==> src/rtl/clock_pkg.sv <==
// Shared encodings for the clock time source: set modes, field limits and
// the per-mode blink masks used by the display side.
package clock_pkg;

  typedef enum logic [1:0] {
    MODE_RUN      = 2'd0,
    MODE_SET_HOUR = 2'd1,
    MODE_SET_MIN  = 2'd2,
    MODE_SET_SEC  = 2'd3
  } mode_e;

  localparam logic [5:0] SEC_MAX  = 6'd59;
  localparam logic [5:0] MIN_MAX  = 6'd59;
  localparam logic [5:0] HOUR_MAX = 6'd23;

  localparam logic [2:0] BLINK_RUN  = 3'b000;
  localparam logic [2:0] BLINK_HOUR = 3'b100;
  localparam logic [2:0] BLINK_MIN  = 3'b010;
  localparam logic [2:0] BLINK_SEC  = 3'b001;

  function automatic logic [2:0] mode_blink(input mode_e mode);
    case (mode)
      MODE_SET_HOUR: return BLINK_HOUR;
      MODE_SET_MIN:  return BLINK_MIN;
      MODE_SET_SEC:  return BLINK_SEC;
      default:       return BLINK_RUN;
    endcase
  endfunction

  function automatic logic [5:0] wrap_inc(input logic [5:0] val, input logic [5:0] max);
    return (val == max) ? 6'd0 : val + 6'd1;
  endfunction

endpackage

==> src/rtl/button_debouncer.sv <==
// Raw push-button to single-cycle press pulse: 2-flop synchronizer, level
// debounce on a stable-sample count, registered rising-edge pulse.
module button_debouncer #(
  parameter int DEBOUNCE_CYCLES = 16
) (
  input  logic clk_src,
  input  logic rst_n,
  input  logic btn_raw,
  output logic btn_pulse
);

  localparam int CW = (DEBOUNCE_CYCLES > 1) ? $clog2(DEBOUNCE_CYCLES) : 1;
  localparam logic [CW-1:0] CNT_LAST = CW'(DEBOUNCE_CYCLES - 1);

  logic          sync_1;
  logic          sync_2;
  logic          level;
  logic          level_q;
  logic [CW-1:0] cnt;

  always_ff @(posedge clk_src or negedge rst_n) begin
    if (!rst_n) begin
      sync_1    <= 1'b0;
      sync_2    <= 1'b0;
      level     <= 1'b0;
      level_q   <= 1'b0;
      cnt       <= '0;
      btn_pulse <= 1'b0;
    end else begin
      sync_1    <= btn_raw;
      sync_2    <= sync_1;
      level_q   <= level;
      btn_pulse <= level & ~level_q;
      // any sample that agrees with the accepted level restarts the count
      if (sync_2 == level) begin
        cnt <= '0;
      end else if (cnt == CNT_LAST) begin
        level <= sync_2;
        cnt   <= '0;
      end else begin
        cnt <= cnt + 1'b1;
      end
    end
  end

endmodule

==> src/rtl/clock_time_setter.sv <==
// Running hh:mm:ss time source with MODE/INC button setting; feeds the
// displayer directly and exports the edited field for blinking.
//
// state         | meaning
// MODE_RUN      | time advances on prescaler tick, INC ignored
// MODE_SET_HOUR | clock frozen, INC bumps hour (23 -> 0)
// MODE_SET_MIN  | clock frozen, INC bumps minute (59 -> 0)
// MODE_SET_SEC  | clock frozen, INC bumps second (59 -> 0)
module clock_time_setter
  import clock_pkg::*;
#(
  parameter int WIDTH           = 32,
  parameter int TICK_DIV        = 100000000,
  parameter int DEBOUNCE_CYCLES = 16
) (
  input  logic             clk_src,
  input  logic             rst_n,
  input  logic             btn_mode,
  input  logic             btn_inc,
  output logic [WIDTH-1:0] sec_data,
  output logic [WIDTH-1:0] min_data,
  output logic [WIDTH-1:0] hour_data,
  output logic [1:0]       set_mode,
  output logic [2:0]       blink_mask
);

  localparam int PW = (TICK_DIV > 1) ? $clog2(TICK_DIV) : 1;
  localparam logic [PW-1:0] PRESC_LAST = PW'(TICK_DIV - 1);

  mode_e         state;
  logic [PW-1:0] presc;
  logic [5:0]    sec_q;
  logic [5:0]    min_q;
  logic [5:0]    hour_q;
  logic          mode_pulse;
  logic          inc_pulse;
  logic          tick;

  button_debouncer #(.DEBOUNCE_CYCLES(DEBOUNCE_CYCLES)) u_mode_btn (
    .clk_src  (clk_src),
    .rst_n    (rst_n),
    .btn_raw  (btn_mode),
    .btn_pulse(mode_pulse)
  );

  button_debouncer #(.DEBOUNCE_CYCLES(DEBOUNCE_CYCLES)) u_inc_btn (
    .clk_src  (clk_src),
    .rst_n    (rst_n),
    .btn_raw  (btn_inc),
    .btn_pulse(inc_pulse)
  );

  assign tick = (state == MODE_RUN) && (presc == PRESC_LAST);

  always_ff @(posedge clk_src or negedge rst_n) begin
    if (!rst_n) begin
      state  <= MODE_RUN;
      presc  <= '0;
      sec_q  <= '0;
      min_q  <= '0;
      hour_q <= '0;
    end else begin
      // leaving RUN parks the prescaler so re-entry starts a full second
      if (state != MODE_RUN || mode_pulse || tick) begin
        presc <= '0;
      end else begin
        presc <= presc + 1'b1;
      end

      if (tick) begin
        if (sec_q == SEC_MAX) begin
          sec_q <= '0;
          if (min_q == MIN_MAX) begin
            min_q  <= '0;
            hour_q <= wrap_inc(hour_q, HOUR_MAX);
          end else begin
            min_q <= min_q + 6'd1;
          end
        end else begin
          sec_q <= sec_q + 6'd1;
        end
      end else if (inc_pulse && !mode_pulse) begin
        case (state)
          MODE_SET_HOUR: hour_q <= wrap_inc(hour_q, HOUR_MAX);
          MODE_SET_MIN:  min_q  <= wrap_inc(min_q, MIN_MAX);
          MODE_SET_SEC:  sec_q  <= wrap_inc(sec_q, SEC_MAX);
          default:       ;
        endcase
      end

      if (mode_pulse) begin
        case (state)
          MODE_RUN:      state <= MODE_SET_HOUR;
          MODE_SET_HOUR: state <= MODE_SET_MIN;
          MODE_SET_MIN:  state <= MODE_SET_SEC;
          default:       state <= MODE_RUN;
        endcase
      end
    end
  end

  assign set_mode   = state;
  assign blink_mask = mode_blink(state);
  assign sec_data   = WIDTH'(sec_q);
  assign min_data   = WIDTH'(min_q);
  assign hour_data  = WIDTH'(hour_q);

endmodule

==> config.mk <==
export PLATFORM = sky130hd
export DESIGN_NAME = clock_time_setter
export DESIGN_NICKNAME = d
export VERILOG_FILES = /design/src/rtl/clock_pkg.sv /design/src/rtl/button_debouncer.sv /design/src/rtl/clock_time_setter.sv
export SDC_FILE = /design/constraint.sdc
export NUM_CORES = 1
export LEC_CHECK = 0
export CORE_MARGIN = 8
export CORE_UTILIZATION = 44
export CTS_CLUSTER_DIAMETER = 30
export DETAILED_ROUTE_END_ITERATION = 8
export GPL_TIMING_DRIVEN = 0
export MAX_ROUTING_LAYER = met4
export PLACE_DENSITY = 0.83
export SLEW_MARGIN = 20
export SYNTH_ARGS = -nofsm -noshare
export SYNTH_HDL_FRONTEND = slang
export SYNTH_SLANG_ARGS = --single-unit
export TNS_END_PERCENT = 100
==> constraint.sdc <==
create_clock -name clk_src -period 2.1 [get_ports clk_src]
set_input_delay 0.525 -clock clk_src [delete_from_list [all_inputs] [get_ports clk_src]]
set_output_delay 0.525 -clock clk_src [all_outputs]
set_load 0.005 [all_outputs]
After elaboration in Yosys (flattened, before gate mapping)
Index checks and enable logic that the tools add are counted.
- equal/unequal tests: 13
- reductions and logical operators: 16
- bitwise logic cells: 6
- mux-type cells: 22
- $add $sub $neg: 6
- operator list (cell ; count):
    6-bit 2-to-1 mux ; 15
    27-bit by 1-bit adder with 27-bit output (second input constant) ; 1
    27-bit equality test (second input constant) ; 1
    27-bit 2-to-1 mux ; 1
    6-bit by 1-bit adder with 6-bit output (second input constant) ; 3
    4-bit 2-to-1 mux ; 4
    6-bit equality test (second input constant) ; 2
    2-bit nonzero test ; 5
    3-bit case mux with 3 select lines ; 1
    4-bit by 1-bit adder with 4-bit output (second input constant) ; 2
    4-bit equality test (second input constant) ; 2
    6-bit by 5-bit equality test with 1-bit output (second input constant) ; 1
    2-bit case mux with 3 select lines ; 1
    2-bit AND reduction ; 3
    2-bit equality test (second input constant) ; 2
    2-bit by 1-bit != test with 1-bit output (second input constant) ; 2
    1-bit NOT ; 4
    4-bit AND reduction ; 1
    3-bit AND reduction ; 1
    1-bit bitwise AND ; 2
    1-bit equality test ; 2
    2-bit by 1-bit equality test with 1-bit output (second input constant) ; 1
    1-bit logical AND ; 2
    2-bit logical NOT ; 1
    2 further kinds ; 3
- input bits: 4
- bits in registers: 65

Depth between registers and ports, before layout
Gate-level depths: netlist of the first run.
- depth after elaboration: 5
- gate-level depth with buffers: 9
- depth with buffers taken out: 7

By module
Synthesis of the first run repeated with hierarchy kept, for this count alone.
- cells, all modules: 360
- area, all modules: 3677.3 um^2
- by module, submodules not included (module ; cells each ; area each (um^2) ; instances):
    clock_time_setter ; 314 ; 3004.1 ; 1
    button_debouncer ; 23 ; 336.6 ; 2

Worst setup path before layout of the first run
OpenSTA, ideal clock, no wires.
- path kind: register to register
- start point: register state[0], in the netlist set_mode[0]
- end point: register hour_q[0]
- path slack: 0.016 ns
- arrival time: 1.959 ns
- required time: 1.975 ns
- buffers on the path: 0
- library setup time: 0.125 ns
- period minus slack after synthesis: 2.084 ns
- cell stages (with the launch flop): 8
- cell sequence: dfrtp_1 inv_1 ha_1 nor4bb_1 nand4b_1 nor4_4 or2_4 mux2_4
- cells in the longest elaborated chain, start to end: 4
- RTL lines (what ; line ; text):
    start, declared ; clock_time_setter.sv:30 ; mode_e state;
    start signal, assigned ; clock_time_setter.sv:57 ; state <= MODE_RUN;
    start signal, assigned ; clock_time_setter.sv:93 ; MODE_RUN: state <= MODE_SET_HOUR;
    start signal, assigned ; clock_time_setter.sv:94 ; MODE_SET_HOUR: state <= MODE_SET_MIN;
    2-bit logical NOT ; clock_time_setter.sv:53 ; assign tick = (state == MODE_RUN) && (presc == PRESC_LAST);
    1-bit logical AND ; clock_time_setter.sv:53 ;
    2-bit by 1-bit != test with 1-bit output (no source line) / 2-bit nonzero test (equally long branches) ; n/a ;
    4-bit AND reduction (no source line) ; n/a ;
    end signal, assigned ; clock_time_setter.sv:75 ; hour_q <= wrap_inc(hour_q, HOUR_MAX);
    end signal, assigned ; clock_time_setter.sv:84 ; MODE_SET_HOUR: hour_q <= wrap_inc(hour_q, HOUR_MAX);
    end, declared ; clock_time_setter.sv:34 ; logic [5:0] hour_q;
Several ways; a longest one is shown, not always the timed one.
A chain may end at the register's enable or synchronous reset.

Worst setup path in the final report of the first run
Same ends and word-level chain as after synthesis.

==> results.cfg, run 1 <==
[setup_path]
last_element_of_the_critical_path = hour_q[0]
reg2reg_slack_ns = -0.10
worst_ep_arrival_time_ns = 2.43
crit_slowest_cell = sky130_fd_sc_hd__dfrtp_1
setup.worst_path.end_class = flop
reg2reg_from = set_mode[0]
timing.critical_path.fanout_max = 4
worst_r2r_path_depth = 8
timing.critical_path.from = set_mode[0]
setup.worst_path.start_class = flop
cp_cell_sequence = inv_2 > ha_4 > nor4bb_4 > nand4b_1 > buf_4 > nor4_4 > or2_4 > mux2_4
critical_path.max_stage_delay_ns = 0.42
r2r_end = hour_q[0]
path_class = reg2reg
worst_ep_required_time_ns = 2.33
crit_cells = 8
cp_top_family = simple AND/OR/NAND/NOR gates
worstPathBufferInverterCount = 2

[run_status]
violations_in_the_final_reports = setup timing
result_of_the_run = complete, but fails checks

[drt]
vias_per_cell = 4.64
wire_per_inst_um = 13.2
drt_pass1_iterations = 4
first_iter_violations = 170
detail_route.wirelength_mm = 8.43
drtAntennaViolNets = 0
route.detailed.drc = 0
vias = 2962

[logic_synthesis]
post-synth-top-count-cell = sky130_fd_sc_hd__buf_4
synth_seq_area_share_pct = 42.6
synth-adder-area-share_pct = 3.93
ys_warn_count = 0
post_synth_and_or_nand_nor_area_fraction_pct = 20.0
synthTopCellsByArea = sky130_fd_sc_hd__dfrtp_1 (43%), sky130_fd_sc_hd__buf_4 (15%), sky130_fd_sc_hd__xor2_1 (4.1%)
synth_compound_gate_area_share_pct = 6.03
synth.cells.most_frequent = sky130_fd_sc_hd__buf_4 (78), sky130_fd_sc_hd__dfrtp_1 (65), sky130_fd_sc_hd__nor2_1 (40)
most_frequently_used_flop_master_after_synthesis = sky130_fd_sc_hd__dfrtp_1
post_synth_inst_count = 380
async_flop_share_pct = 100
synth_top_area_cell = sky130_fd_sc_hd__dfrtp_1
synth.ff_latch_count = 65
synth_cell_type_count = 56
synth.avg_cell_area_um2 = 10.0
synth-edff-count = 0
main_combinational_cell_family_by_area_after_synthesis = simple AND/OR/NAND/NOR gates
muxShareOfSynthArea_pct = 3.41
fraction_of_synthesized_cell_area_in_xor_and_xnor_cells_pct = 7.11
synth_area_mm2 = 0.00382
synth_top_cell_area_share_pct = 42.6

[pwr]
powerDensity_mw_per_mm2 = 595
power.static_leakage_nw = 2.64
max-vdd-ir-drop_mv = 0.497

[timing]
timing_max_transition_violations_final = 0
layout_worst_path_cycle_share_pct = 105
grt_setup_unrepaired = yes
timing.final.hold_violations = 0
timing.fmax_mhz = 454
setup_slack_ns = -0.102
final-setup-viol-count = 9
totalNegativeSetupSlack_ns = -0.572
worst_pin_slew_ns = 0.585
fin_worst_skew_ns = 0.00664
finalCriticalPeriod_ns = 2.20
timing.max_slew.rel_slack_pct = 60.9

[cells_and_area]
synthToLayoutAreaGrowth_pct = 34.8
finish.net_count = 541
final_design_area_no_fill_mm2 = 0.00514
drive_above_1_share_pct = 33.0
diodes = 0

[grt]
grt_start_max_net_pins = 50
first_global_vias = 2864
wire_length_of_the_first_global_routing_pass_mm = 12.8
globalRouteTotalUtil_pct = 13.7
antenna_found_initial = 0
grt.overflow.total = 0

[place]
post_dp_cell_area_mm2 = 0.00453
place.port_buffers = 26
dp.final_hpwl_mm = 5.67
globalplace.congestion = 0.848

[clock_network]
clock_path_buffers = 2
insertion_delay_ns = 0.35
cts_root_buf = sky130_fd_sc_hd__clkbuf_8
clock_sinks = 65
cts_hold_buffers_added = 0
tritoncts = done
numCtsBuffers = 9
maximum_level_of_the_cts_h_tree = 3
clk_pin_slew_ns = 0.07

[flow_run]
max-cap-violations = 0

[die]
die_h_um = 109
initial_utilization_pct = 44.6
boundaryPins = 105
core_region_area_mm2 = 0.00855
die_outline_area_mm2 = 0.0119
rows = 34
die_x_um = 109

[min_path]
hold_path_class = in2async
[layer usage]
metal | wire, um | vias up | track usage [%] | share of wire (%)
met5 | 0 | - | - | 0
met4 | 108 | 0 | 5.47 | 1.3
met3 | 853 | 14 | 4.67 | 10
met2 | 4420 | 107 | 23.3 | 52
met1 | 3050 | 1404 | 14.1 | 36
li1 | - | 1437 | - | -
[what timing repair did]
action,in CTS,in global routing
gates resized for setup,22,32
setup endpoints to repair,38,34
pin swaps,6,12
buffers inserted,17,13
gates cloned,0,0
[per-stage QoR]
stage                     setup WS, ns  instances  util [%]  power [W]  hold WS, ns
after global placement           -1.55        591      52.6    0.00180        0.336
after global routing            -0.243        638      60.2    0.00321       0.0376
after floorplan                 0.0156        457         -    0.00174        0.229
final                           -0.102        638      60.2    0.00306       0.0411
after CTS                      -0.0211        625      57.9    0.00307       0.0356
after detailed placement        -0.366        592      52.9    0.00184        0.343
[flip-flops by register name (all words and copies together) (netlist names), 2 cells and up]
signal          count
presc              27
min_q               6
set_mode            2
u_inc_btn.cnt       4
hour_q              6
u_mode_btn.cnt      4
sec_q               6
[report_power, final]
part / total, W / internal [W] / switching (W)
logic: 0.000433 / 0.000226 / 0.000208
clock network: 0.00120 / 0.000704 / 0.000500
registers: 0.00142 / 0.00133 / 0.0000917
[placed cells by master, fill, tap and decap left out, drive strengths merged, types with 4 or more instances in the layout]
cell type      instances
a21oi                  8
and2                   4
and3                   7
and4                   4
buf                  113
clkbuf                13
clkdlybuf4s50         22
conb                  78
dfrtp                 65
ha                    12
inv                    7
mux2                  10
nand2                 19
nand3                 15
nand4                  8
nand4b                 5
nor2                  41
nor2b                  5
nor3                   7
nor4                   5
o21ai                 15
xnor2                 13
xor2                  18
[cell type report]
type / count / area, um2
Sequential cell: 65 / 1630
Multi-Input combinational cell: 302 / 1970
Fill cell: 661 / 3410
Clock inverter: 6 / 90.1
Tap cell: 108 / 135
Timing Repair Buffer: 57 / 519
Buffer: 84 / 642
Clock buffer: 10 / 138
Inverter: 6 / 25.0
[how the worst min path moves through the flow]
stage	startpoint	slack (ns)	depth (start not counted)	to
after floorplan	rst_n	0.23	0	hour_q[0]
after global placement	u_mode_btn.sync_1	0.34	0	u_mode_btn.sync_2
after detailed placement	u_mode_btn.sync_1	0.34	0	u_mode_btn.sync_2
after CTS	rst_n	0.04	1	hour_q[5]
after global routing	rst_n	0.04	1	set_mode[0]
final	rst_n	0.04	1	hour_q[5]
[kinds of logic after synthesis]
| family | after synthesis |
|---|---|
| and+or+nand+nor | 134 |
| buffers and inverters | 90 |
| DFF | 65 |
| AOI/OAI and AO/OA | 36 |
| xor gates and xnor gates | 31 |
| adders and majority gates | 12 |
| muxes | 11 |
| other | 1 |
Note: power is estimated with default switching activity, not from simulation.
==> inputs of run 2 (changes only) <==
--- a/config.mk
+++ b/config.mk
@@ -5,6 +5,7 @@
 export SDC_FILE = /design/constraint.sdc
 export NUM_CORES = 1
 export LEC_CHECK = 0
+export CAP_MARGIN = 0
 export CORE_MARGIN = 8
 export CORE_UTILIZATION = 44
 export CTS_CLUSTER_DIAMETER = 30
@@ -12,6 +13,7 @@
 export GPL_TIMING_DRIVEN = 0
 export MAX_ROUTING_LAYER = met4
 export PLACE_DENSITY = 0.83
+export SKIP_LAST_GASP = 1
 export SLEW_MARGIN = 20
 export SYNTH_ARGS = -nofsm -noshare
 export SYNTH_HDL_FRONTEND = slang
==> results.cfg, run 2 (synthesized netlist as in run 1, its figures left out) <==
[run_status]
result_of_the_run = complete, but fails checks
violations_in_the_final_reports = setup timing

[timing]
grt_setup_unrepaired = yes
timing.final.hold_violations = 0
final-setup-viol-count = 11
fin_worst_skew_ns = 0.00839
finalCriticalPeriod_ns = 2.20
layout_worst_path_cycle_share_pct = 105
timing_max_transition_violations_final = 0
worst_pin_slew_ns = 0.586
timing.max_slew.rel_slack_pct = 60.8
timing.fmax_mhz = 454
setup_slack_ns = -0.101

[setup_path]
worst_ep_arrival_time_ns = 2.44
setup.worst_path.start_class = flop
last_element_of_the_critical_path = hour_q[0]
timing.critical_path.from = set_mode[1]
critical_path.max_stage_delay_ns = 0.43
timing.critical_path.fanout_max = 4
crit_cells = 8
worst_r2r_path_depth = 8
worstPathBufferInverterCount = 2
r2r_end = hour_q[0]
reg2reg_from = set_mode[1]
cp_cell_sequence = inv_4 > ha_4 > nor4bb_4 > nand4b_1 > buf_4 > nor4_4 > or2_4 > mux2_4
worst_ep_required_time_ns = 2.34
reg2reg_slack_ns = -0.10
setup.worst_path.end_class = flop
crit_slowest_cell = sky130_fd_sc_hd__dfrtp_2
cp_top_family = simple AND/OR/NAND/NOR gates
path_class = reg2reg

[cells_and_area]
synthToLayoutAreaGrowth_pct = 34.2
largest_reg_flops = 27
diodes = 0
largest-register = presc
num-fill-cells = 663
instances_no_fill = 636
most-common-layout-cells = sky130_fd_sc_hd__buf_4 (108), sky130_fd_sc_hd__conb_1 (78), sky130_fd_sc_hd__dfrtp_1 (63)
finish.net_count = 539
commonest_non_fill_non_tap_cell_in_the_layout = sky130_fd_sc_hd__buf_4
drive_above_1_share_pct = 33.0

[die]
die_h_um = 109
die_outline_area_mm2 = 0.0119
rows = 34
die_x_um = 109
core_region_area_mm2 = 0.00855
boundaryPins = 105
initial_utilization_pct = 44.6

[clock_network]
insertion_delay_ns = 0.35
clock_path_buffers = 2
cts_root_buf = sky130_fd_sc_hd__clkbuf_8
clock_sinks = 65
clk_pin_slew_ns = 0.08
maximum_level_of_the_cts_h_tree = 3
tritoncts = done
numCtsBuffers = 9

[place]
place.port_buffers = 26
cell_count_after_placement = 592
placement.setup.worst_slack_ns = -0.366
dp.final_hpwl_mm = 5.67
globalplace.congestion = 0.848

[pwr]
max-vdd-ir-drop_mv = 0.497
power.static_leakage_nw = 2.64
power_w = 0.00306
powerDensity_mw_per_mm2 = 598

[drt]
first_iter_violations = 195
vias_per_cell = 4.70
drt_pass1_iterations = 4
route.detailed.drc = 0
drtAntennaViolNets = 0
vias = 2990
wire_per_inst_um = 13.0
detail_route.wirelength_mm = 8.27

[grt]
wire_length_of_the_first_global_routing_pass_mm = 12.8
globalRouteTotalUtil_pct = 13.7
antenna_found_initial = 0
grt.overflow.total = 0
first_global_vias = 2864
grt_start_max_net_pins = 50

[min_path]
hold_path_class = in2async

[flow_run]
max-cap-violations = 0
==> run 2: changes by cell type in the layout (fill, tap and decap cells not counted), sizes merged <==
cell           previous run  this run
buf                     113       111
dlymetal6s2s              1         2
clkdlybuf4s15             1         0
==> run 2: timing repair <==
action / CTS / global route
setup buffers: 17 / 11
endpoints found under the setup margin: 38 / 35
pin swaps: 6 / 9
hold buffers: 0 / 0
gates resized for setup: 21 / 28
==> run 2: per-layer routing <==
metal	vias up	track usage, %	share of wire [%]
li1	1436	-	-
met5	-	-	0
met1	1425	14.1	37
met3	18	4.67	10
met4	0	5.47	1.7
met2	111	23.3	51
==> run 2: how the worst min path moves through the flow <==
stage / startpoint / end / slack (ns) / cells after the start
after floorplan: rst_n / hour_q[0] / 0.23 / 0
after global placement: u_mode_btn.sync_1 / u_mode_btn.sync_2 / 0.34 / 0
after detailed placement: u_mode_btn.sync_1 / u_mode_btn.sync_2 / 0.34 / 0
after CTS: rst_n / hour_q[5] / 0.04 / 1
after global routing: rst_n / set_mode[0] / 0.04 / 1
final: rst_n / min_q[3] / 0.04 / 1
==> run 2: report_power, final <==
part,leakage [nW],total [W],internal [W],switching (W)
registers,0.875,0.00142,0.00133,0.0000925
clock network,0.113,0.00121,0.000704,0.000501
logic,1.65,0.000432,0.000225,0.000207
total,2.64,0.00306,0.00226,0.000800
==> run 2: per-stage QoR <==
stage | util [%] | hold WS (ns) | TNS, ns | instance area [um2]
final | 59.9 | 0.0355 | -0.579 | 5120
after global routing | 59.9 | 0.0373 | -1.99 | 5120
after CTS | 57.9 | 0.0356 | -0.0685 | 4950
after detailed placement | 52.9 | 0.343 | -8.16 | 4530
after global placement | 52.6 | 0.336 | -106.98 | 4500
after floorplan | - | 0.229 | 0 | 4110
==> run 2: cell type report <==
class | count | area [um2] | share of cell area [%]
Timing Repair Buffer | 55 | 499 | 9.75
Multi-Input combinational cell | 302 | 1970 | 38.4
Clock inverter | 6 | 90.1 | 1.76
Tap cell | 108 | 135 | 2.64
Inverter | 6 | 25.0 | 0.489
Buffer | 84 | 638 | 12.5
Clock buffer | 10 | 138 | 2.69
Sequential cell | 65 | 1630 | 31.8
==> inputs of run 3 (changes only) <==
--- a/config.mk
+++ b/config.mk
@@ -6,13 +6,15 @@
 export NUM_CORES = 1
 export LEC_CHECK = 0
 export CAP_MARGIN = 0
+export CELL_PAD_IN_SITES_DETAIL_PLACEMENT = 1
+export CELL_PAD_IN_SITES_GLOBAL_PLACEMENT = 1
 export CORE_MARGIN = 8
-export CORE_UTILIZATION = 44
+export CORE_UTILIZATION = 33
 export CTS_CLUSTER_DIAMETER = 30
 export DETAILED_ROUTE_END_ITERATION = 8
 export GPL_TIMING_DRIVEN = 0
 export MAX_ROUTING_LAYER = met4
-export PLACE_DENSITY = 0.83
+export PLACE_DENSITY = 0.82
 export SKIP_LAST_GASP = 1
 export SLEW_MARGIN = 20
 export SYNTH_ARGS = -nofsm -noshare
==> results.cfg, run 3 (synthesized netlist as in run 1, its figures left out) <==
[place]
post_dp_cell_area_mm2 = 0.00457
dp.final_hpwl_mm = 6.54
cell_count_after_placement = 627
place.port_buffers = 26
placement.setup.worst_slack_ns = -0.452
globalplace.congestion = 0.825

[drt]
wire_per_inst_um = 16.0
drtAntennaViolNets = 0
first_iter_violations = 186
route.detailed.drc = 0
vias_per_cell = 4.45
detail_route.wirelength_mm = 10.8
vias = 2999
drt_pass1_iterations = 4

[die]
boundaryPins = 105
rows = 39
die_x_um = 124
initial_utilization_pct = 33.6
core_region_area_mm2 = 0.0114
die_h_um = 124
die_outline_area_mm2 = 0.0153

[clock_network]
numCtsBuffers = 9
maximum_level_of_the_cts_h_tree = 3
cts_root_buf = sky130_fd_sc_hd__clkbuf_16
clock_path_buffers = 2
cts_hold_buffers_added = 0
clock_sinks = 65
insertion_delay_ns = 0.33
tritoncts = done
clk_pin_slew_ns = 0.06

[setup_path]
r2r_end = hour_q[3]
reg2reg_from = presc[17]
path_class = reg2reg
setup.worst_path.start_class = flop
worst_ep_required_time_ns = 2.32
timing.critical_path.fanout_max = 4
cp_cell_sequence = buf_4 > nor4_2 > nand4b_1 > buf_6 > nor4_4 > buf_4 > o21ai_1 > mux2_2
worst_ep_arrival_time_ns = 2.51
cp_common_cell = sky130_fd_sc_hd__buf_4
critical_path.max_stage_delay_ns = 0.42
reg2reg_slack_ns = -0.19
setup.worst_path.end_class = flop
worst_r2r_path_depth = 8
crit_slowest_cell = sky130_fd_sc_hd__nor4_2

[grt]
wire_length_of_the_first_global_routing_pass_mm = 15.7
antenna_found_initial = 0
first_global_vias = 3173
grt_start_max_net_pins = 53
grt.overflow.total = 0
globalRouteTotalUtil_pct = 13.3

[run_status]
violations_in_the_final_reports = setup timing
result_of_the_run = complete, but fails checks

[timing]
timing.final.hold_violations = 0
finalCriticalPeriod_ns = 2.29
grt_setup_unrepaired = yes
setup_slack_ns = -0.189
timing.max_slew.rel_slack_pct = 54.5
worst_pin_slew_ns = 0.679
final-setup-viol-count = 33
timing.fmax_mhz = 437
layout_worst_path_cycle_share_pct = 109
timing_max_transition_violations_final = 0
fin_worst_skew_ns = 0.00525

[cells_and_area]
final_design_area_no_fill_mm2 = 0.00531
diodes = 0
largest-register = presc
synthToLayoutAreaGrowth_pct = 39.2
commonest_non_fill_non_tap_cell_in_the_layout = sky130_fd_sc_hd__buf_4
largest_reg_flops = 27
instances_no_fill = 674
most-common-layout-cells = sky130_fd_sc_hd__buf_4 (109), sky130_fd_sc_hd__conb_1 (78), sky130_fd_sc_hd__dfrtp_1 (62)
finish.net_count = 542
drive_above_1_share_pct = 33.5

[pwr]
max-vdd-ir-drop_mv = 0.391
power_w = 0.00339
power.static_leakage_nw = 2.71
powerDensity_mw_per_mm2 = 638

[min_path]
hold_path_class = in2async

[flow_run]
max-cap-violations = 0
[run 3: how the worst max path moves through the flow]
stage	startpoint	endpoint	slack [ns]	cells past startpoint
final	presc[17]	hour_q[3]	-0.19	8
after global routing	presc[17]	hour_q[3]	-0.28	8
after CTS	presc[17]	hour_q[1]	-0.005	6
after detailed placement	set_mode[0]	presc[23]	-0.45	9
after global placement	rst_n	u_inc_btn.sync_1	-1.65	1
after floorplan	set_mode[0]	hour_q[0]	0.02	7
[run 3: repair_timing]
item / in CTS / in global routing
pin swaps: 8 / 7
buffers inserted: 18 / 13
resized for setup: 26 / 31
hold endpoints to repair: 0 / 0
endpoints found under the setup margin: 40 / 41
[run 3: stage by stage]
| stage | hold WS, ns | util [%] | TNS (ns) |
|---|---|---|---|
| after floorplan | 0.229 | - | 0 |
| after global placement | 0.335 | 40.0 | -115.41 |
| after detailed placement | 0.339 | 40.2 | -10.62 |
| after CTS | 0.0395 | 44.8 | -0.00456 |
| after global routing | 0.0523 | 46.7 | -6.74 |
| final | 0.0413 | 46.7 | -2.93 |
[run 3: layout make-up]
class	count	area [um2]
Fill cell	1280	6060
Multi-Input combinational cell	302	2010
Sequential cell	65	1630
Buffer	84	642
Timing Repair Buffer	58	531
Clock buffer	11	243
Tap cell	143	179
Clock inverter	5	55.1
Inverter	6	27.5
[run 3: critical path, delay by kind of cell, from the launching register on]
family	cells	cell delay (ns)
AND/OR/NAND/NOR	3	0.90
buffers and inverters	3	0.54
AO/OA/AOI/OAI	1	0.07
flip-flops	1	0.39
multiplexers	1	0.28
[run 3: layer usage]
layer  part of all wire [%]  wire length (um)  GRT usage [%]  up-vias
met5                      0                 0              -        -
met4                    3.8               406           4.67        0
met3                    5.6               604           3.70       30
met2                     55              5950           24.2       79
met1                     35              3800           13.3     1449
li1                       -                 -              -     1441
[run 3: report_power, final]
| part | switching, W | leakage [nW] | internal, W | total (W) |
|---|---|---|---|---|
| clock | 0.000531 | 0.142 | 0.000946 | 0.00148 |
| sequential | 0.000103 | 0.873 | 0.00133 | 0.00144 |
| combinational | 0.000228 | 1.69 | 0.000245 | 0.000473 |
| total | 0.000862 | 2.71 | 0.00253 | 0.00339 |
